### src/rtl/mips_cpu_bus_ctrl.sv
// mips_cpu_bus_ctrl
//   Shares the single Avalon-MM master port of the multicycle MIPS core
//   between the instruction-fetch requester and the load/store requester.
//   One transfer runs at a time (IDLE -> BUS -> DONE). Byte lanes and
//   replicated write data are generated for byte/half/word stores, and
//   loads come back shifted, truncated and sign/zero-extended.
//
//   Optional build macro:
//     MIPS_BUS_ALIGN_CHECK_EN - misaligned half/word data accesses complete
//     without a bus cycle, with d_err=1 and d_rdata=0. When undefined, the
//     low address bits a size does not use are ignored and d_err stays 0.
module mips_cpu_bus_ctrl #(
  parameter int unsigned FETCH_PRIORITY = 0  // 0: data wins a tie, 1: fetch wins
) (
  input  logic        clk,
  input  logic        rst,
  // instruction fetch port
  input  logic        f_req,
  input  logic [31:0] f_addr,
  output logic        f_ack,
  output logic [31:0] f_rdata,
  // load/store port
  input  logic        d_req,
  input  logic        d_we,
  input  logic [31:0] d_addr,
  input  logic [1:0]  d_size,
  input  logic        d_signed,
  input  logic [31:0] d_wdata,
  output logic        d_ack,
  output logic [31:0] d_rdata,
  output logic        d_err,
  output logic        busy,
  // Avalon-MM master
  output logic [31:0] address,
  output logic        read,
  output logic        write,
  output logic [31:0] writedata,
  output logic [3:0]  byteenable,
  input  logic        waitrequest,
  input  logic [31:0] readdata
);

  typedef enum logic [1:0] {S_IDLE = 2'd0, S_BUS = 2'd1, S_DONE = 2'd2} state_e;
  typedef enum logic [1:0] {SZ_BYTE = 2'b00, SZ_HALF = 2'b01, SZ_WORD = 2'b10} size_e;

  // Encoding 11 behaves exactly like a word access.
  function automatic size_e norm_size(input logic [1:0] s);
    case (s)
      2'b00:   return SZ_BYTE;
      2'b01:   return SZ_HALF;
      default: return SZ_WORD;
    endcase
  endfunction

  // Byte offset actually used by an access: half keeps only a[1], word none.
  function automatic logic [1:0] eff_lane(input size_e sz, input logic [1:0] a);
    case (sz)
      SZ_BYTE: return a;
      SZ_HALF: return {a[1], 1'b0};
      default: return 2'b00;
    endcase
  endfunction

  function automatic logic [3:0] lane_mask(input size_e sz, input logic [1:0] lane);
    case (sz)
      SZ_BYTE: return 4'b0001 << lane;
      SZ_HALF: return lane[1] ? 4'b1100 : 4'b0011;
      default: return 4'b1111;
    endcase
  endfunction

  // Right-justified store data replicated so every candidate lane carries it.
  function automatic logic [31:0] lane_data(input size_e sz, input logic [31:0] wd);
    case (sz)
      SZ_BYTE: return {4{wd[7:0]}};
      SZ_HALF: return {2{wd[15:0]}};
      default: return wd;
    endcase
  endfunction

  function automatic logic [31:0] load_ext(input size_e sz, input logic sgn,
                                           input logic [1:0] lane, input logic [31:0] rd);
    logic [31:0] sh;
    sh = rd >> {lane, 3'b000};
    case (sz)
      SZ_BYTE: return {{24{sgn & sh[7]}}, sh[7:0]};
      SZ_HALF: return {{16{sgn & sh[15]}}, sh[15:0]};
      default: return sh;
    endcase
  endfunction

  state_e      state_q, state_d;
  logic        serve_d_q, serve_d_d;   // 1: data port owns the current transfer
  size_e       size_q, size_d;
  logic        sign_q, sign_d;
  logic [1:0]  lane_q, lane_d;
  logic        read_q, read_d;
  logic        write_q, write_d;
  logic [31:0] address_q, address_d;
  logic [31:0] writedata_q, writedata_d;
  logic [3:0]  byteenable_q, byteenable_d;
  logic        f_ack_q, f_ack_d;
  logic        d_ack_q, d_ack_d;
  logic        d_err_q, d_err_d;
  logic [31:0] f_rdata_q, f_rdata_d;
  logic [31:0] d_rdata_q, d_rdata_d;
  logic        busy_q, busy_d;

  size_e       req_size;
  logic [1:0]  req_lane;
  logic        d_wins;
  logic        bad_align;

  // Fetch addresses are word aligned; their low bits carry no information.
  logic        unused_f_addr_lo;
  assign unused_f_addr_lo = ^f_addr[1:0];

  // Data wins when fetch is idle or when data has priority on a tie.
  assign d_wins = d_req && (!f_req || (FETCH_PRIORITY == 0));

  // Misalignment detection exists only in the checking build.
`ifdef MIPS_BUS_ALIGN_CHECK_EN
  assign bad_align = ((norm_size(d_size) == SZ_HALF) && d_addr[0]) ||
                     ((norm_size(d_size) == SZ_WORD) && (d_addr[1:0] != 2'b00));
`else
  assign bad_align = 1'b0;
`endif

  // Next-state and next-output computation for the transfer sequencer.
  always_comb begin
    // NOTE: every variable gets a default first so no path can infer a latch.
    state_d      = state_q;
    serve_d_d    = serve_d_q;
    size_d       = size_q;
    sign_d       = sign_q;
    lane_d       = lane_q;
    read_d       = read_q;
    write_d      = write_q;
    address_d    = address_q;
    writedata_d  = writedata_q;
    byteenable_d = byteenable_q;
    f_ack_d      = 1'b0;
    d_ack_d      = 1'b0;
    d_err_d      = 1'b0;
    f_rdata_d    = f_rdata_q;
    d_rdata_d    = d_rdata_q;
    req_size     = norm_size(d_size);
    req_lane     = eff_lane(req_size, d_addr[1:0]);

    case (state_q)
      S_IDLE: begin
        if (d_wins) begin
          serve_d_d = 1'b1;
          size_d    = req_size;
          sign_d    = d_signed;
          lane_d    = req_lane;
          if (bad_align) begin
            // Rejected without touching the bus.
            state_d   = S_DONE;
            d_ack_d   = 1'b1;
            d_err_d   = 1'b1;
            d_rdata_d = '0;
          end else begin
            state_d      = S_BUS;
            address_d    = {d_addr[31:2], 2'b00};
            read_d       = !d_we;
            write_d      = d_we;
            byteenable_d = lane_mask(req_size, req_lane);
            writedata_d  = d_we ? lane_data(req_size, d_wdata) : '0;
          end
        end else if (f_req) begin
          serve_d_d    = 1'b0;
          size_d       = SZ_WORD;
          sign_d       = 1'b0;
          lane_d       = 2'b00;
          state_d      = S_BUS;
          address_d    = {f_addr[31:2], 2'b00};
          read_d       = 1'b1;
          write_d      = 1'b0;
          byteenable_d = 4'b1111;
          writedata_d  = '0;
        end
      end
      S_BUS: begin
        // Bus registers simply hold while the slave stalls.
        if (!waitrequest) begin
          read_d  = 1'b0;
          write_d = 1'b0;
          state_d = S_DONE;
          if (serve_d_q) begin
            d_ack_d   = 1'b1;
            d_rdata_d = read_q ? load_ext(size_q, sign_q, lane_q, readdata) : '0;
          end else begin
            f_ack_d   = 1'b1;
            f_rdata_d = readdata;
          end
        end
      end
      S_DONE:  state_d = S_IDLE;
      default: state_d = S_IDLE;
    endcase

    busy_d = (state_d != S_IDLE);
  end

  // State and registered outputs; synchronous reset abandons any transfer.
  always_ff @(posedge clk) begin
    // NOTE: sequential state uses non-blocking assignments so every flop sees pre-edge values.
    if (rst) begin
      state_q      <= S_IDLE;
      serve_d_q    <= 1'b0;
      size_q       <= SZ_BYTE;
      sign_q       <= 1'b0;
      lane_q       <= 2'b00;
      read_q       <= 1'b0;
      write_q      <= 1'b0;
      address_q    <= '0;
      writedata_q  <= '0;
      byteenable_q <= '0;
      f_ack_q      <= 1'b0;
      d_ack_q      <= 1'b0;
      d_err_q      <= 1'b0;
      f_rdata_q    <= '0;
      d_rdata_q    <= '0;
      busy_q       <= 1'b0;
    end else begin
      state_q      <= state_d;
      serve_d_q    <= serve_d_d;
      size_q       <= size_d;
      sign_q       <= sign_d;
      lane_q       <= lane_d;
      read_q       <= read_d;
      write_q      <= write_d;
      address_q    <= address_d;
      writedata_q  <= writedata_d;
      byteenable_q <= byteenable_d;
      f_ack_q      <= f_ack_d;
      d_ack_q      <= d_ack_d;
      d_err_q      <= d_err_d;
      f_rdata_q    <= f_rdata_d;
      d_rdata_q    <= d_rdata_d;
      busy_q       <= busy_d;
    end
  end

  assign read       = read_q;
  assign write      = write_q;
  assign address    = address_q;
  assign writedata  = writedata_q;
  assign byteenable = byteenable_q;
  assign f_ack      = f_ack_q;
  assign f_rdata    = f_rdata_q;
  assign d_ack      = d_ack_q;
  assign d_rdata    = d_rdata_q;
  assign d_err      = d_err_q;
  assign busy       = busy_q;

endmodule

### config.mk
export PLATFORM = sky130hd
export DESIGN_NAME = mips_cpu_bus_ctrl
export DESIGN_NICKNAME = d
export VERILOG_FILES = /design/src/rtl/mips_cpu_bus_ctrl.sv
export SDC_FILE = /design/constraint.sdc
export NUM_CORES = 1
export LEC_CHECK = 0
export CAP_MARGIN = 20
export CORE_MARGIN = 5
export CORE_UTILIZATION = 44
export DETAILED_ROUTE_END_ITERATION = 8
export PLACE_DENSITY = 0.91
export SETUP_SLACK_MARGIN = 0.15
export SLEW_MARGIN = 20
export SYNTH_ARGS = -nofsm -noshare
export SYNTH_HDL_FRONTEND = slang
export SYNTH_SLANG_ARGS = --single-unit
export TNS_END_PERCENT = 5
### constraint.sdc
create_clock -name clk -period 2.5 [get_ports clk]
set_input_delay 0.625 -clock clk [delete_from_list [all_inputs] [get_ports clk]]
set_output_delay 0.625 -clock clk [all_outputs]
set_load 0.02 [all_outputs]
==> impl_metrics.yaml, run 1 <==
clock_tree:
  cts_tree: "done"
  root_buffer: "clkbuf_16"
  htree_levels: 4
  postCtsResizedCells: 0
  insertion_delay_ns: 0.41
  clk_pin_slew_worst_paths_ns: 0.06
  numCtsBuffers: 17
  cts.path.max_buffers: 2
  postCtsHoldBufs: 0
  cts.sinks: 143
  post-cts-setup-buffer-count: 0
routing:
  drt_wl_total_um: 19600
  num_vias: 5869
  detail-route-antenna-nets: 0
  routedWlPerCell_um: 18.1
  drc_errors: 0
  first_iter_violations: 352
  detail_route.vias_per_cell: 5.42
  drtPass1Iterations: 6
worst_setup_path:
  cp.arrival_ns: 1.48
  cp_max_fo: 5
  worstPathRequired_ns: 1.88
  endpoint_kind: "output port"
  cp-start-kind: "flop"
  crit_buf_inv: 1
  slowest_delay_ns: 0.67
  cp_cell_sequence: "clkdlybuf4s50_1"
  ff2ff_setup_slack_ns: 0.59
  slowest_stage: "clkdlybuf4s50_1"
  crit_family: "buffers and inverters"
  path_class: "flop to output port"
timing:
  setup_viol: 0
  relSlewSlack_pct: 54.4
  rsz0062_at_grt: "false"
  final.period_utilization_pct: 84.3
  worst_slack_ns: 0.392
  worstMarginPinSlew_ns: 0.682
  min_period_ns: 2.11
  drv_slew: 0
  setup-tns-final_ns: 0
  finalHoldViolations: 0
  max_freq_ghz: 0.474
  finClkSkew_ns: 0.00664
synthesis:
  syn_avg_cell_area_sq_um: 9.33
  synth_top_area_cell: "dfxtp_1"
  ys_ff_latch: 143
  synth_compound_area_share_pct: 22.5
  synthArstFlopShare_pct: 0
  ys.flop_type: "dfxtp_1"
  synth-edff-count: 0
  synth_area_sq_um: 5980
  synthTopCellsByArea: "dfxtp_1 48%, mux2i_1 6.4%, nand2_1 5.5%"
  netlist_instances: 641
  yosysSeqAreaShare_pct: 47.8
  synthMuxAreaShare_pct: 12.4
  synth_top_family_by_area: "compound AO/OA/AOI/OAI gates"
  synthAdderAreaFrac_pct: 0
  ys_types: 46
  yosysTopAreaCellShare_pct: 47.8
  yosys.area_share.simple_pct: 12.3
  synth_warnings: 0
  synth_xor_area_share_pct: 0
placement:
  dpl.hpwl_um: 14600
  post-place-ws_ns: 0.0768
  gp_congestion: 0.864
  dp_cells: 1052
  port_buffers: 269
run_status:
  status: "completed"
grt:
  grt_start_max_net_pins: 134
  grt-ovfl-total: 0
  grtUsageTotal_pct: 23.9
  antenna_found_initial: 0
  grt_pass1_vias: 5856
  grt_pass1_wl_um: 30500
power:
  p_leak_uw: 0.00343
  ir_drop_v: 0.000512
  powerDensity_nw_per_um2: 648
cells_and_area:
  drive_gt1_share_pct: 10.5
  layout.cells.non_filler: 1083
  antenna_cells: 0
  fill_cells: 949
  area_growth_pct: 57.6
  layout_commonest_cell: "clkdlybuf4s50_1"
  finalNetCount: 1032
  final_cell_mix: "267 x clkdlybuf4s50_1, 143 x dfxtp_1, 87 x nand2_1"
  post-route-util_pct: 70.9
floorplanning:
  die_x_um: 127
  coreArea_sq_um: 13300
  io_pins: 275
  dieArea_sq_um: 16000
  rows: 42
  start_util_pct: 45.0
  die-height_um: 127
worst_hold_path:
  hp-class: "flop to flop"
run:
  maxCapViolations: 0
[path summary, 6_finish.rpt]
| path | from | endpoint | depth (start not counted) |
|---|---|---|---|
| setup / recovery | read | read | 1 |
| hold / removal | writedata[24] | writedata[24] | 2 |
| setup reg to reg | lane_q[0] | d_rdata[31] | 5 |
| hold reg to reg | writedata[24] | writedata[24] | 2 |
[through the flow]
step	hold slack, ns	area [sq um]	total power (uW)
6_report	0.451	9430	6110
5_1_grt	0.468	9430	6360
4_1_cts	0.453	9430	6150
3_5_place_dp	0.446	8840	3660
3_3_place_gp	0.439	8840	3640
2_1_floorplan	0.476	5990	3060
[per-layer routing]
layer	wire (um)	vias up	global-route usage [%]
met5	0	-	0
met4	1070	0	13.4
met3	1770	69	8.58
met2	9300	299	39.2
met1	7470	2690	27.1
li1	-	2811	-
[area by class of cell]
cell class                      count  area [sq um]  share of cell area (%)
Clock inverter                      5          77.6                   0.823
Sequential cell                   143          2860                    30.4
Timing Repair Buffer              289          2910                    30.9
Multi-Input combinational cell    442          2840                    30.1
Clock buffer                       26           509                    5.40
Inverter                            2          7.51                  0.0796
Tap cell                          176           220                    2.34
[cell families after synthesis]
| logic type | count (synthesis) |
|---|---|
| other | 1 |
| AOI/OAI and AO/OA | 200 |
| and+or+nand+nor | 177 |
| DFF | 143 |
| muxes | 62 |
| buffers and inverters | 58 |
[registers in the layout, summed over array words and instances, names as in the netlist]
name        count
address        30
busy            1
byteenable      4
d_ack           1
d_rdata        32
f_ack           1
f_rdata        32
lane_q          2
read            1
serve_d_q       1
sign_q          1
size_q          2
state_q         2
write           1
writedata      32
[power by group]
| group | switching [uW] | internal, uW | leakage [uW] |
|---|---|---|---|
| sequential | 68.7 | 2400 | 0.00117 |
| combinational | 569 | 571 | 0.00197 |
| clock | 905 | 1590 | 0.000286 |
[cell usage after synthesis (all sizes together) (2+ instances only)]
cell type,n
a211oi,31
a21oi,59
a22o,8
a22oi,42
a31oi,2
buf,30
clkbuf,26
dfxtp,143
mux2,16
mux2i,38
mux4,8
nand2,87
nand3,3
nor2,72
nor3,4
o211a,2
o21a,9
o21ai,33
o221a,2
o221ai,8
or2,2
or3b,2
Note: power is estimated with default switching activity, not from simulation.
==> run 2: changes to the inputs <==
Settings changed: CORE_UTILIZATION 44 to 42, PLACE_DENSITY 0.91 to 0.87.
Clock period 2.5 ns to 2.1 ns, I/O delays scaled along.
==> run 2 against run 1 <==
- clock skew barely moved
- sequential power rose by 19%
- global-route usage fell by 0.71 points
- first-iteration DRC count rose by 10%
- combinational power rose by 21%
- register-to-register slack got worse by 0.25 ns
- non-clock buffer count rose by 15
- clock-buffer cell count fell by 5
- critical endpoint is now byteenable[0]
- largest cell class unchanged
- largest power group unchanged
==> impl_metrics.yaml, run 2 (synthesis gave the netlist of run 1 again) <==
routing:
  num_vias: 5944
  first_iter_violations: 388
  drtPass1Iterations: 5
  detail-route-antenna-nets: 0
  detail_route.vias_per_cell: 5.39
  drc_errors: 0
  routedWlPerCell_um: 18.0
  drt_wl_total_um: 19800
cells_and_area:
  layout_commonest_cell: "clkdlybuf4s50_1"
  final_cell_mix: "266 x clkdlybuf4s50_1, 143 x dfxtp_1, 87 x nand2_1"
  finalNetCount: 1047
  fin_area_sq_um: 9550
  drive_gt1_share_pct: 12.4
  antenna_cells: 0
  area_growth_pct: 59.6
  layout.cells.non_filler: 1103
placement:
  dp_cells: 1071
  port_buffers: 269
  dpl.hpwl_um: 14800
  placed_cell_area_sq_um: 8950
  gp_congestion: 0.860
worst_hold_path:
  hp-class: "primary input to flop"
  whs_path_depth: 2
worst_setup_path:
  slowest_delay_ns: 0.67
  path_class: "flop to output port"
  cp_max_fo: 2
  crit_path_end: "byteenable[0]"
  reg2regPathDepth: 4
  ff2ff_setup_slack_ns: 0.34
  timing.rr.end: "d_rdata[17]"
  slowest_stage: "clkdlybuf4s50_1"
  endpoint_kind: "output port"
  critical_path_cell_count: 1
  cp-start-kind: "flop"
  cp.arrival_ns: 1.41
  cp_cell_sequence: "clkdlybuf4s50_1"
  r2r_start: "lane_q[0]"
  crit_family: "buffers and inverters"
  crit_start: "byteenable[0]"
  crit_buf_inv: 1
  worstPathRequired_ns: 1.57
power:
  powerDensity_nw_per_um2: 770
  ir_drop_v: 0.000489
  p_leak_uw: 0.00350
clock_tree:
  insertion_delay_ns: 0.41
  postCtsHoldBufs: 0
  numCtsBuffers: 17
  cts.sinks: 143
  cts_tree: "done"
  htree_levels: 4
  cts.path.max_buffers: 2
  postCtsResizedCells: 1
  root_buffer: "clkbuf_16"
  post-cts-setup-buffer-count: 0
  clk_pin_slew_worst_paths_ns: 0.06
floorplanning:
  dieArea_sq_um: 16700
  coreArea_sq_um: 13900
  io_pins: 275
  start_util_pct: 42.9
  rows: 43
  die_x_um: 129
  die-height_um: 129
grt:
  grt_start_max_net_pins: 132
  grt-busiest-layer: "met2"
  use_met3_pct: 6.80
  grt-ovfl-total: 0
  grt_pass1_wl_um: 30500
  grt_pass1_vias: 5851
  gr-usage-met1_pct: 27.4
  antenna_found_initial: 0
  grtUsageMet2_pct: 38.4
  grtUsageTotal_pct: 23.2
timing:
  worstMarginPinSlew_ns: 0.780
  max_freq_ghz: 0.516
  setup_viol: 0
  drv_slew: 0
  rsz0062_at_grt: "true"
  setup-tns-final_ns: 0
  relSlewSlack_pct: 47.8
  finalHoldViolations: 0
  final.period_utilization_pct: 92.4
  min_period_ns: 1.94
  finClkSkew_ns: 0.00642
run:
  maxCapViolations: 0
run_status:
  status: "completed"
[run 2: per-stage QoR]
stage | setup slack [ns] | utilization, % | hold WS, ns | total power, uW
final | 0.160 | 68.5 | 0.363 | 7360
after global placement | -0.180 | 64.2 | 0.438 | 4350
after detailed placement | -0.189 | 64.2 | 0.447 | 4380
after CTS | 0.105 | 68.5 | 0.344 | 7410
after floorplan | 0.373 | - | 0.476 | 3650
after global routing | 0.101 | 68.5 | 0.350 | 7660
[run 2: worst min-delay path by stage]
stage,endpoint,start
2_1_floorplan,serve_d_q,serve_d_q
3_3_place_gp,writedata[11],writedata[11]
3_5_place_dp,f_rdata[4],f_rdata[4]
4_1_cts,d_rdata[7],rst
5_1_grt,f_rdata[31],rst
6_report,d_rdata[7],rst
[run 2: layer usage]
layer / up-vias / share of wire, % / wire length (um)
met3: 53 / 9.9 / 1960
met5: - / 0 / 0
li1: 2851 / - / -
met1: 2732 / 38 / 7620
met4: 0 / 4.5 / 890
met2: 308 / 47 / 9340
[run 2: area by class of cell]
| type | instances | area, sq um |
|---|---|---|
| clock buffer | 21 | 460 |
| clock inverter | 11 | 139 |
| fill | 1077 | 4390 |
| inverter | 2 | 7.51 |
| multi-input combinational | 442 | 2840 |
| sequential | 143 | 2860 |
| tap | 180 | 225 |
| timing repair buffer | 304 | 3010 |
[run 2: report_power, final]
part / switching, uW / internal (uW)
combinational: 685 / 692
clock: 1110 / 1920
sequential: 80.6 / 2860
==> run 3: changes to the inputs <==
Settings changed: CORE_MARGIN 5 to not set.
==> run 3 against run 2 <==
- wire length decreased by 5.0%
- non-clock buffer count grew 2
- sequential cell count unchanged
- global-route usage is 2.5 points higher
- combinational power hardly changed
- clock power barely moved
- worst hold slack improved by 0.086 ns
- fmax is 0.28% higher
- largest cell class unchanged
- highest routed layer unchanged
==> impl_metrics.yaml, run 3 (synthesis gave the netlist of run 1 again) <==
worst_setup_path:
  crit_family: "buffers and inverters"
  cp_cell_sequence: "clkdlybuf4s50_1"
  crit_buf_inv: 1
  cp_max_fo: 2
  slowest_stage: "clkdlybuf4s50_1"
  endpoint_kind: "output port"
  ff2ff_setup_slack_ns: 0.37
  cp-start-kind: "flop"
  slowest_delay_ns: 0.65
  worstPathRequired_ns: 1.57
  path_class: "flop to output port"
  cp.arrival_ns: 1.41
floorplanning:
  coreArea_sq_um: 13900
  io_pins: 275
  rows: 43
  start_util_pct: 43.1
  die_x_um: 121
  die-height_um: 121
  dieArea_sq_um: 14700
cells_and_area:
  antenna_cells: 0
  layout_commonest_cell: "clkdlybuf4s50_1"
  multi_input_area_sq_um: 2840
  final-seq-area_sq_um: 2860
  final_cell_mix: "266 x clkdlybuf4s50_1, 142 x dfxtp_1, 87 x nand2_1"
  area_growth_pct: 60.1
  fill_cells: 1072
  post-route-util_pct: 69.0
  drive_gt1_share_pct: 12.6
  finalNetCount: 1049
run_status:
  status: "completed"
routing:
  routedWlPerCell_um: 17.0
  first_iter_violations: 357
  drtPass1Iterations: 5
  drc_errors: 0
  drt_wl_total_um: 18800
  num_vias: 6012
  detail-route-antenna-nets: 0
  detail_route.vias_per_cell: 5.44
clock_tree:
  insertion_delay_ns: 0.41
  postCtsResizedCells: 1
  cts.path.max_buffers: 2
  postCtsHoldBufs: 0
  root_buffer: "clkbuf_16"
  numCtsBuffers: 17
  post-cts-setup-buffer-count: 0
  htree_levels: 4
  cts.sinks: 143
  clk_pin_slew_worst_paths_ns: 0.06
  cts_tree: "done"
power:
  powerDensity_nw_per_um2: 769
  ir_drop_v: 0.000466
  p_leak_uw: 0.00352
placement:
  gp_congestion: 0.877
  dpl.hpwl_um: 13800
  port_buffers: 269
  post-place-ws_ns: -0.140
timing:
  worstMarginPinSlew_ns: 0.682
  min_period_ns: 1.93
  worst_slack_ns: 0.166
  max_freq_ghz: 0.517
  finalHoldViolations: 0
  worst_hold_slack_ns: 0.449
  drv_slew: 0
  relSlewSlack_pct: 54.4
  rsz0062_at_grt: "true"
  final.period_utilization_pct: 92.1
  setup_viol: 0
  finClkSkew_ns: 0.00536
grt:
  grtUsageTotal_pct: 25.8
  grt_pass1_wl_um: 29100
  grt-ovfl-total: 0
  grt_pass1_vias: 5732
  grt_start_max_net_pins: 90
  antenna_found_initial: 0
run:
  maxCapViolations: 0
worst_hold_path:
  hp-class: "flop to flop"
==> run 3: routing by layer <==
layer	share of wire (%)	global-route usage (%)	up-vias
met5	0	0	-
met4	3.5	12.1	0
met3	8.0	7.80	49
met2	49	43.5	269
met1	40	29.6	2842
li1	-	-	2852
==> run 3: cell type report <==
type / count / share of cell area [%]
Timing Repair Buffer: 306 / 31.7
Sequential cell: 143 / 29.9
Multi-Input combinational cell: 442 / 29.7
Clock buffer: 21 / 4.81
Tap cell: 180 / 2.35
Clock inverter: 11 / 1.45
Inverter: 2 / 0.0784
==> run 3: power by group <==
part           internal (uW)  total [uW]  switching, uW
clock network           1920        3040           1120
registers               2860        2950           85.5
logic                    699        1370            675
total                   5480        7360           1880
==> run 3: worst paths after layout <==
check	start	end	cells after the start
worst max-delay path	d_rdata[12]	d_rdata[12]	1
worst min-delay path	writedata[11]	writedata[11]	2
worst max register to register	lane_q[0]	d_rdata[31]	4
worst min register to register	writedata[11]	writedata[11]	2
==> run 3: worst register-to-register path: stages, from the launching register on <==
cell,delay (ns)
dfxtp_2,0.44
mux4_2,0.55
nor2_1,0.10
a211o_2,0.33
o21ai_0,0.15
==> run 3: per-stage QoR <==
stage	cell area, sq um	power, uW	setup TNS (ns)	instances
6_report	9580	7360	0	1105
4_1_cts	9570	7420	0	1105
2_1_floorplan	5990	3650	0	643
3_3_place_gp	8970	4350	-1.72	1073
3_5_place_dp	8970	4370	-3.74	1073
5_1_grt	9580	7650	0	1105
